==> config.mk <==
export PLATFORM = sky130hd
export DESIGN_NAME = btn_repeat_pulse
export DESIGN_NICKNAME = d
export VERILOG_FILES = /design/src/rtl/btn_repeat_pulse.sv
export SDC_FILE = /design/constraint.sdc
export NUM_CORES = 1
export LEC_CHECK = 0
export ABC_CLOCK_PERIOD_IN_PS = 2420
export CAP_MARGIN = 10
export CORE_ASPECT_RATIO = 0.5
export CORE_MARGIN = 2
export CORE_UTILIZATION = 52
export DETAILED_ROUTE_END_ITERATION = 8
export DONT_BUFFER_PORTS = 1
export PLACE_DENSITY = 0.67
export REMOVE_ABC_BUFFERS = 1
export SLEW_MARGIN = 10
export SYNTH_ARGS = -nofsm -noshare
export SYNTH_HDL_FRONTEND = slang
export SYNTH_SLANG_ARGS = --single-unit
==> constraint.sdc <==
create_clock -name clk -period 2.42 [get_ports clk]
set_input_delay 0.484 -clock clk [delete_from_list [all_inputs] [get_ports clk]]
set_output_delay 0.484 -clock clk [all_outputs]
set_load 0.005 [all_outputs]
==> src/rtl/btn_repeat_pulse.sv <==
// Push-button conditioner: synchroniser, debouncer and press/auto-repeat pulse FSM.
// One instance per button; all outputs registered in the clk domain.
`timescale 1ns/1ps
module btn_repeat_pulse #(
    parameter int SYNC_STAGES   = 2,
    parameter int DEB_CYCLES    = 1_000_000,
    parameter int HOLD_CYCLES   = 50_000_000,
    parameter int REPEAT_CYCLES = 10_000_000
) (
    input  logic clk,
    input  logic rst_n,
    input  logic pb,
    input  logic rep_en,
    output logic pb_level,
    output logic pulse,
    output logic is_repeat,
    output logic held
);
    localparam int TMAX = (HOLD_CYCLES > REPEAT_CYCLES) ? HOLD_CYCLES : REPEAT_CYCLES;
    localparam int CW   = $clog2(DEB_CYCLES + 1);
    localparam int TW   = $clog2(TMAX + 1);

    localparam logic [CW-1:0] DEB_LAST  = CW'(DEB_CYCLES - 1);
    localparam logic [TW-1:0] HOLD_LAST = TW'(HOLD_CYCLES - 1);
    localparam logic [TW-1:0] REP_LAST  = TW'(REPEAT_CYCLES - 1);

    typedef enum logic [1:0] {S_IDLE, S_WAIT, S_REPEAT} state_t;

    logic [SYNC_STAGES-1:0] sync_q;
    logic                   pb_s;
    logic [CW-1:0]          deb_cnt;
    logic                   deb_hit;
    logic                   level_keep;
    state_t                 state;
    logic [TW-1:0]          timer;

    assign pb_s    = sync_q[SYNC_STAGES-1];
    assign deb_hit = (pb_s != pb_level) && (deb_cnt == DEB_LAST);
    // Level as it will be after this edge: lets a release win over a repeat due on the same edge.
    assign level_keep = pb_level && !deb_hit;

    always_ff @(posedge clk or negedge rst_n) begin
        if (!rst_n) begin
            sync_q <= '0;
        end else begin
            sync_q <= {sync_q[SYNC_STAGES-2:0], pb};
        end
    end

    always_ff @(posedge clk or negedge rst_n) begin
        if (!rst_n) begin
            pb_level <= 1'b0;
            deb_cnt  <= '0;
        end else if (pb_s == pb_level) begin
            deb_cnt <= '0;
        end else if (deb_cnt == DEB_LAST) begin
            pb_level <= pb_s;
            deb_cnt  <= '0;
        end else begin
            deb_cnt <= deb_cnt + 1'b1;
        end
    end

    always_ff @(posedge clk or negedge rst_n) begin
        if (!rst_n) begin
            state     <= S_IDLE;
            timer     <= '0;
            pulse     <= 1'b0;
            is_repeat <= 1'b0;
            held      <= 1'b0;
        end else begin
            pulse     <= 1'b0;
            is_repeat <= 1'b0;
            if (!level_keep) begin
                state <= S_IDLE;
                timer <= '0;
                held  <= 1'b0;
            end else begin
                case (state)
                    S_IDLE: begin
                        pulse <= 1'b1;
                        timer <= '0;
                        held  <= 1'b0;
                        state <= S_WAIT;
                    end
                    S_WAIT: begin
                        held <= 1'b0;
                        if (timer != HOLD_LAST) begin
                            timer <= timer + 1'b1;
                        end else if (rep_en) begin
                            pulse     <= 1'b1;
                            is_repeat <= 1'b1;
                            timer     <= '0;
                            state     <= S_REPEAT;
                        end
                    end
                    S_REPEAT: begin
                        if (!rep_en) begin
                            // Parked at the hold limit so re-enabling repeats on the next edge.
                            state <= S_WAIT;
                            timer <= HOLD_LAST;
                            held  <= 1'b0;
                        end else begin
                            held <= 1'b1;
                            if (timer == REP_LAST) begin
                                pulse     <= 1'b1;
                                is_repeat <= 1'b1;
                                timer     <= '0;
                            end else begin
                                timer <= timer + 1'b1;
                            end
                        end
                    end
                    default: begin
                        state <= S_IDLE;
                        timer <= '0;
                        held  <= 1'b0;
                    end
                endcase
            end
        end
    end
endmodule

======== Yosys cells after proc, flatten, opt, wreduce, memory -nomap -nowiden ========
Cells that the tools add are included.
word-level totals
  input port bits ......................... 4
  output and inout port bits .............. 4
  bits in registers ....................... 54
  word-level logic and storage cells ...... 51
cells by class
  equality and inequality tests ........... 11
  bitwise gates (word level) .............. 1
  reductions and logical operators ........ 6
  add/sub/neg operators ................... 2
  multiplexer cells ....................... 23
operator list
  operator               count
  $mux 26                5
  $pmux 26 s2            1
  $mux 20                2
  $add 26x1->26 const B  1
  $eq 26x24->1 const B   1
  $ne 26x26->1 const B   1
  $add 20x1->20 const B  1
  $eq 20x20->1 const B   1
  $ne 3x3->1 const B     3
  $mux 1                 8
  $mux 2                 4
  $pmux 2 s3             1
  $ne 4x4->1 const B     1
  $pmux 1 s3             1
  $reduce_and 3->1       1
  $eq 2x1->1 const B     1
  $eq 2x2->1 const B     1
  $logic_and 1x1->1      2
  $logic_not 2->1        1
  $pmux 1 s2             1
  $reduce_and 2->1       1
  $eq 1x1->1             1
  $logic_not 1->1        1
  $ne 1x1->1             1
  $not 1->1              1

======== Depth between registers and ports, before layout ========
  depth in word-level cells ............... 6
  depth in mapped cells ................... 8
  mapped depth without buffers ............ 7

======== Worst setup path before layout ========
No wires, ideal clock.
  path kind ............................... flip-flop to flip-flop
  start point ............................. register timer[0]
  end point ............................... register timer[0]
  setup time .............................. 87 ps
  setup slack ............................. 513 ps
  data arrival time ....................... 1,820 ps
  data required time ...................... 2,333 ps
  stages on the path, launching flop included .. 8
  path buffers ............................ 1
  period minus slack after synthesis ...... 1,907 ps
  cells stage by stage .................... dfrtp_1 > ha_1 > and2_1 > and4_1 > buf_6 > and3_1 > or4_1 > o211ai_1
on the way
  word-level cells in the longest chain between the ends .. 5
  elaborated cells between the ends (all ways) .. 9
  those cells by class .................... 1 x add/sub; 3 x eq/ne; 5 x mux
ends and longest elaborated chain
  what                                                  line          text
  from (decl)                                           35            logic [TW-1:0] timer;
  from (signal assigned)                                89            timer <= timer + 1'b1;
  from (signal assigned)                                110           timer <= timer + 1'b1;
  $add 26x1->26 / $eq 26x24->1 (equally long branches)  89, 110, 105
  $mux 26                                               105           if (timer == REP_LAST) begin
  $mux 26                                               98            if (!rep_en) begin
  $pmux 26 s2                                           79            case (state)
  $mux 26                                               74            if (!level_keep) begin
Parallel ways exist; a longest one is shown, timed or not.
A chain may end at the register's enable or synchronous reset.

======== Final worst setup path ========
  start point ............................. register timer[16]
  end point ............................... register timer[1]
on the way
  word-level cells in the longest chain between the ends .. 5
  elaborated cells between the ends (all ways) .. 8
  those cells by class .................... 3 x eq/ne; 5 x mux
ends and longest elaborated chain
  what          line
  $eq 26x24->1  105
  $mux 26       105
  $mux 26       98
  $pmux 26 s2   79
  $mux 26       74
Parallel ways exist; a longest one is shown, timed or not.

==> flow_metrics.tcl <==
set metrics [dict create \
    vias 2386 \
    fillerInstances 481 \
    area_growth_pct 8.19 \
    r2r_slack_ns 0.26 \
    routed_via_density 6.03 \
    clk_latency_ns 0.30 \
    critPathCapture "timer[1]" \
    whs_ns 0.0265 \
    gp_congestion 0.922 \
    syn_inst 319 \
    leakage_nw 1.30 \
    worstMarginPinSlew_ns 0.656 \
    dr.pass1.iters 4 \
    ys.warnings.count 0 \
    mostFrequentLayoutCell "dfrtp_1" \
    skew_ns 0.00664 \
    grt_pass1_wl_um 11400 \
    synth_top_area_cell "dfrtp_1" \
    fin_crit_sh_pct 89.2 \
    ys_types 51 \
    netlist.area_leader.share_pct 44.2 \
    die_w_um 112 \
    yosys-top-cells-area "dfrtp_1, xor2_1, xnor2_1, nand3_1, nor2_1" \
    drtAntennaViolNets 0 \
    synth_seq_area_share_pct 44.2 \
    max_cap_viol_count 0 \
    rsz0062_at_grt "no" \
    clockBufferDepth 2 \
    required_ns 2.57 \
    grt_usage_pct 22.1 \
    crit_arrival_ns 2.31 \
    floorplan.initialDensity_pct 54.7 \
    synthesis.area_um2 3060 \
    crit_path_start_kind "flip-flop" \
    final_cell_mix "dfrtp_1, nor2_1, nand3_1" \
    relSlewSlack_pct 55.9 \
    die_y_um 58.2 \
    fin_cells 396 \
    drc_errors 0 \
    cts_inserted_buffers 5 \
    coreArea_um2 5590 \
    htree_levels 2 \
    synth_edf_count 0 \
    grt-ovfl-total 0 \
    drive_gt1_share_pct 7.74 \
    clk_pin_slew_ns 0.07 \
    grt_pass1_vias 2266 \
    cp_max_fo 13 \
    wl_per_cell_um 16.5 \
    cts_sinks 54 \
    ir_worst_vdd_uv 343 \
    first_iter_violations 204 \
    setup_viol 0 \
    drt_wl_total_um 6520 \
    hp-class "input port to async pin" \
    cts_root_buffer "clkbuf_16" \
    fin_nets 333 \
    r2r_end "timer[1]" \
    tns_ns 0 \
    worstSetupPathType "flip-flop to flip-flop" \
    cts_tree "built" \
    r2r-start "timer[16]" \
    ys_ff_latch 54 \
    final_max_slew_viol_count 0 \
    hold_violations 0 \
    avgSynthCellArea_um2 9.58 \
    max_freq_mhz 463 \
    antenna_found_initial 0 \
    ys.flop_type "dfrtp_1" \
    power_density_nw_per_um2 515 \
    n_antenna_cell 0 \
    async_reset_ff_share_pct 100 \
    power.total_mw 1.70 \
    grt_max_degree 55 \
    finalCriticalPeriod_ns 2.16 \
    row_count 19 \
    pin_count 8 \
    hpwl_um 4550 \
    cp-startpoint "timer[16]" \
    io_buffers 0 \
    cp-end-kind "flip-flop" \
    status "finished, final reports clean" \
    place_inst 387 \
    r2r_cells 5 \
    dieArea_um2 6540 \
]
==> Yosys cell counts (4+ instances only) <==
library cell and count:
and2_1 8, nor2_1 32, nor3_1 6, o21ai_0 17
inv_1 11, dfrtp_1 54, buf_2 4, nand3_1 24
nand4_1 10, ha_1 7, xnor2_1 18, nor4_1 7
o211ai_1 5, and4_1 4, and3_1 9, a21oi_1 11
nand2_1 20, xor2_1 20
==> power breakdown <==
part / switching (mW) / internal [mW] / leakage, nW / total [mW]
clock network: 0.338 / 0.416 / 0.0735 / 0.754
logic: 0.0245 / 0.0110 / 0.475 / 0.0355
registers: 0.00526 / 0.907 / 0.748 / 0.913
==> cell type report <==
class / count / area, um^2 / area share (%)
tap: 73 / 91.3 / 2.76
multi-input combinational: 246 / 1620 / 48.9
clock inverter: 2 / 16.3 / 0.492
sequential: 54 / 1350 / 40.9
inverter: 11 / 41.3 / 1.25
clock buffer: 6 / 139 / 4.20
timing repair buffer: 4 / 50.0 / 1.51
==> timing repair <==
item	4_1_cts	5_1_grt
endpoints found under the hold margin	54	0
resized for setup	0	0
hold buffers	1	0
buffers inserted	0	0
==> cells by family (layout without fill, tap and decap cells) <==
| kind of cell | after synthesis | in the layout | synth area share [%] |
|---|---|---|---|
| buffers and inverters | 19 | 23 | 2.87 |
| AOI/OAI and AO/OA | 50 | 50 | 10.6 |
| muxes | 2 | 2 | 0.737 |
| DFF | 54 | 54 | 44.2 |
| adders and majority gates | 7 | 7 | 2.87 |
| xor gates and xnor gates | 38 | 38 | 10.9 |
| and+or+nand+nor | 149 | 149 | 27.8 |
==> state kept, by name, indices dropped and copies added (netlist names) <==
name,count
is_repeat,1
timer,26
pulse,1
deb_cnt,20
pb_level,1
sync_q,2
held,1
state,2
==> metrics by stage <==
stage | setup slack, ns | utilization [%] | cell area, um^2
floorplan | 0.509 | - | 3010
global placement | 0.316 | 55.9 | 3120
detailed placement | 0.245 | 55.9 | 3120
CTS | 0.266 | 59.2 | 3310
global route | 0.0263 | 59.2 | 3310
finish | 0.261 | 59.2 | 3310
==> metal layers <==
layer  up-vias  global-route usage (%)  part of all wire [%]
li1       1152                       -                     -
met4         0                    6.62                   1.2
met2        50                    34.1                    46
met3        12                    5.86                   4.7
met1      1172                    31.1                    49
met5         -                       0                     0
==> worst max-delay path: stages, from the launching register on <==
cell and delay (ns):
dfrtp_1 0.45, or3b_1 0.44, nor4_2 0.38, a21oi_1 0.15, o21ai_2 0.41, o221ai_1 0.19
==> worst min path at each step <==
stage                from          end  slack, ns  depth (start not counted)
detailed placement  rst_n  deb_cnt[10]       0.19                          0
global route        rst_n  deb_cnt[16]       0.05                          1
global placement    rst_n  deb_cnt[11]       0.19                          0
finish              rst_n  deb_cnt[16]       0.03                          1
CTS                 rst_n   deb_cnt[8]       0.05                          1
floorplan           rst_n   deb_cnt[0]       0.19                          0
(Power assumes the default switching activity.)
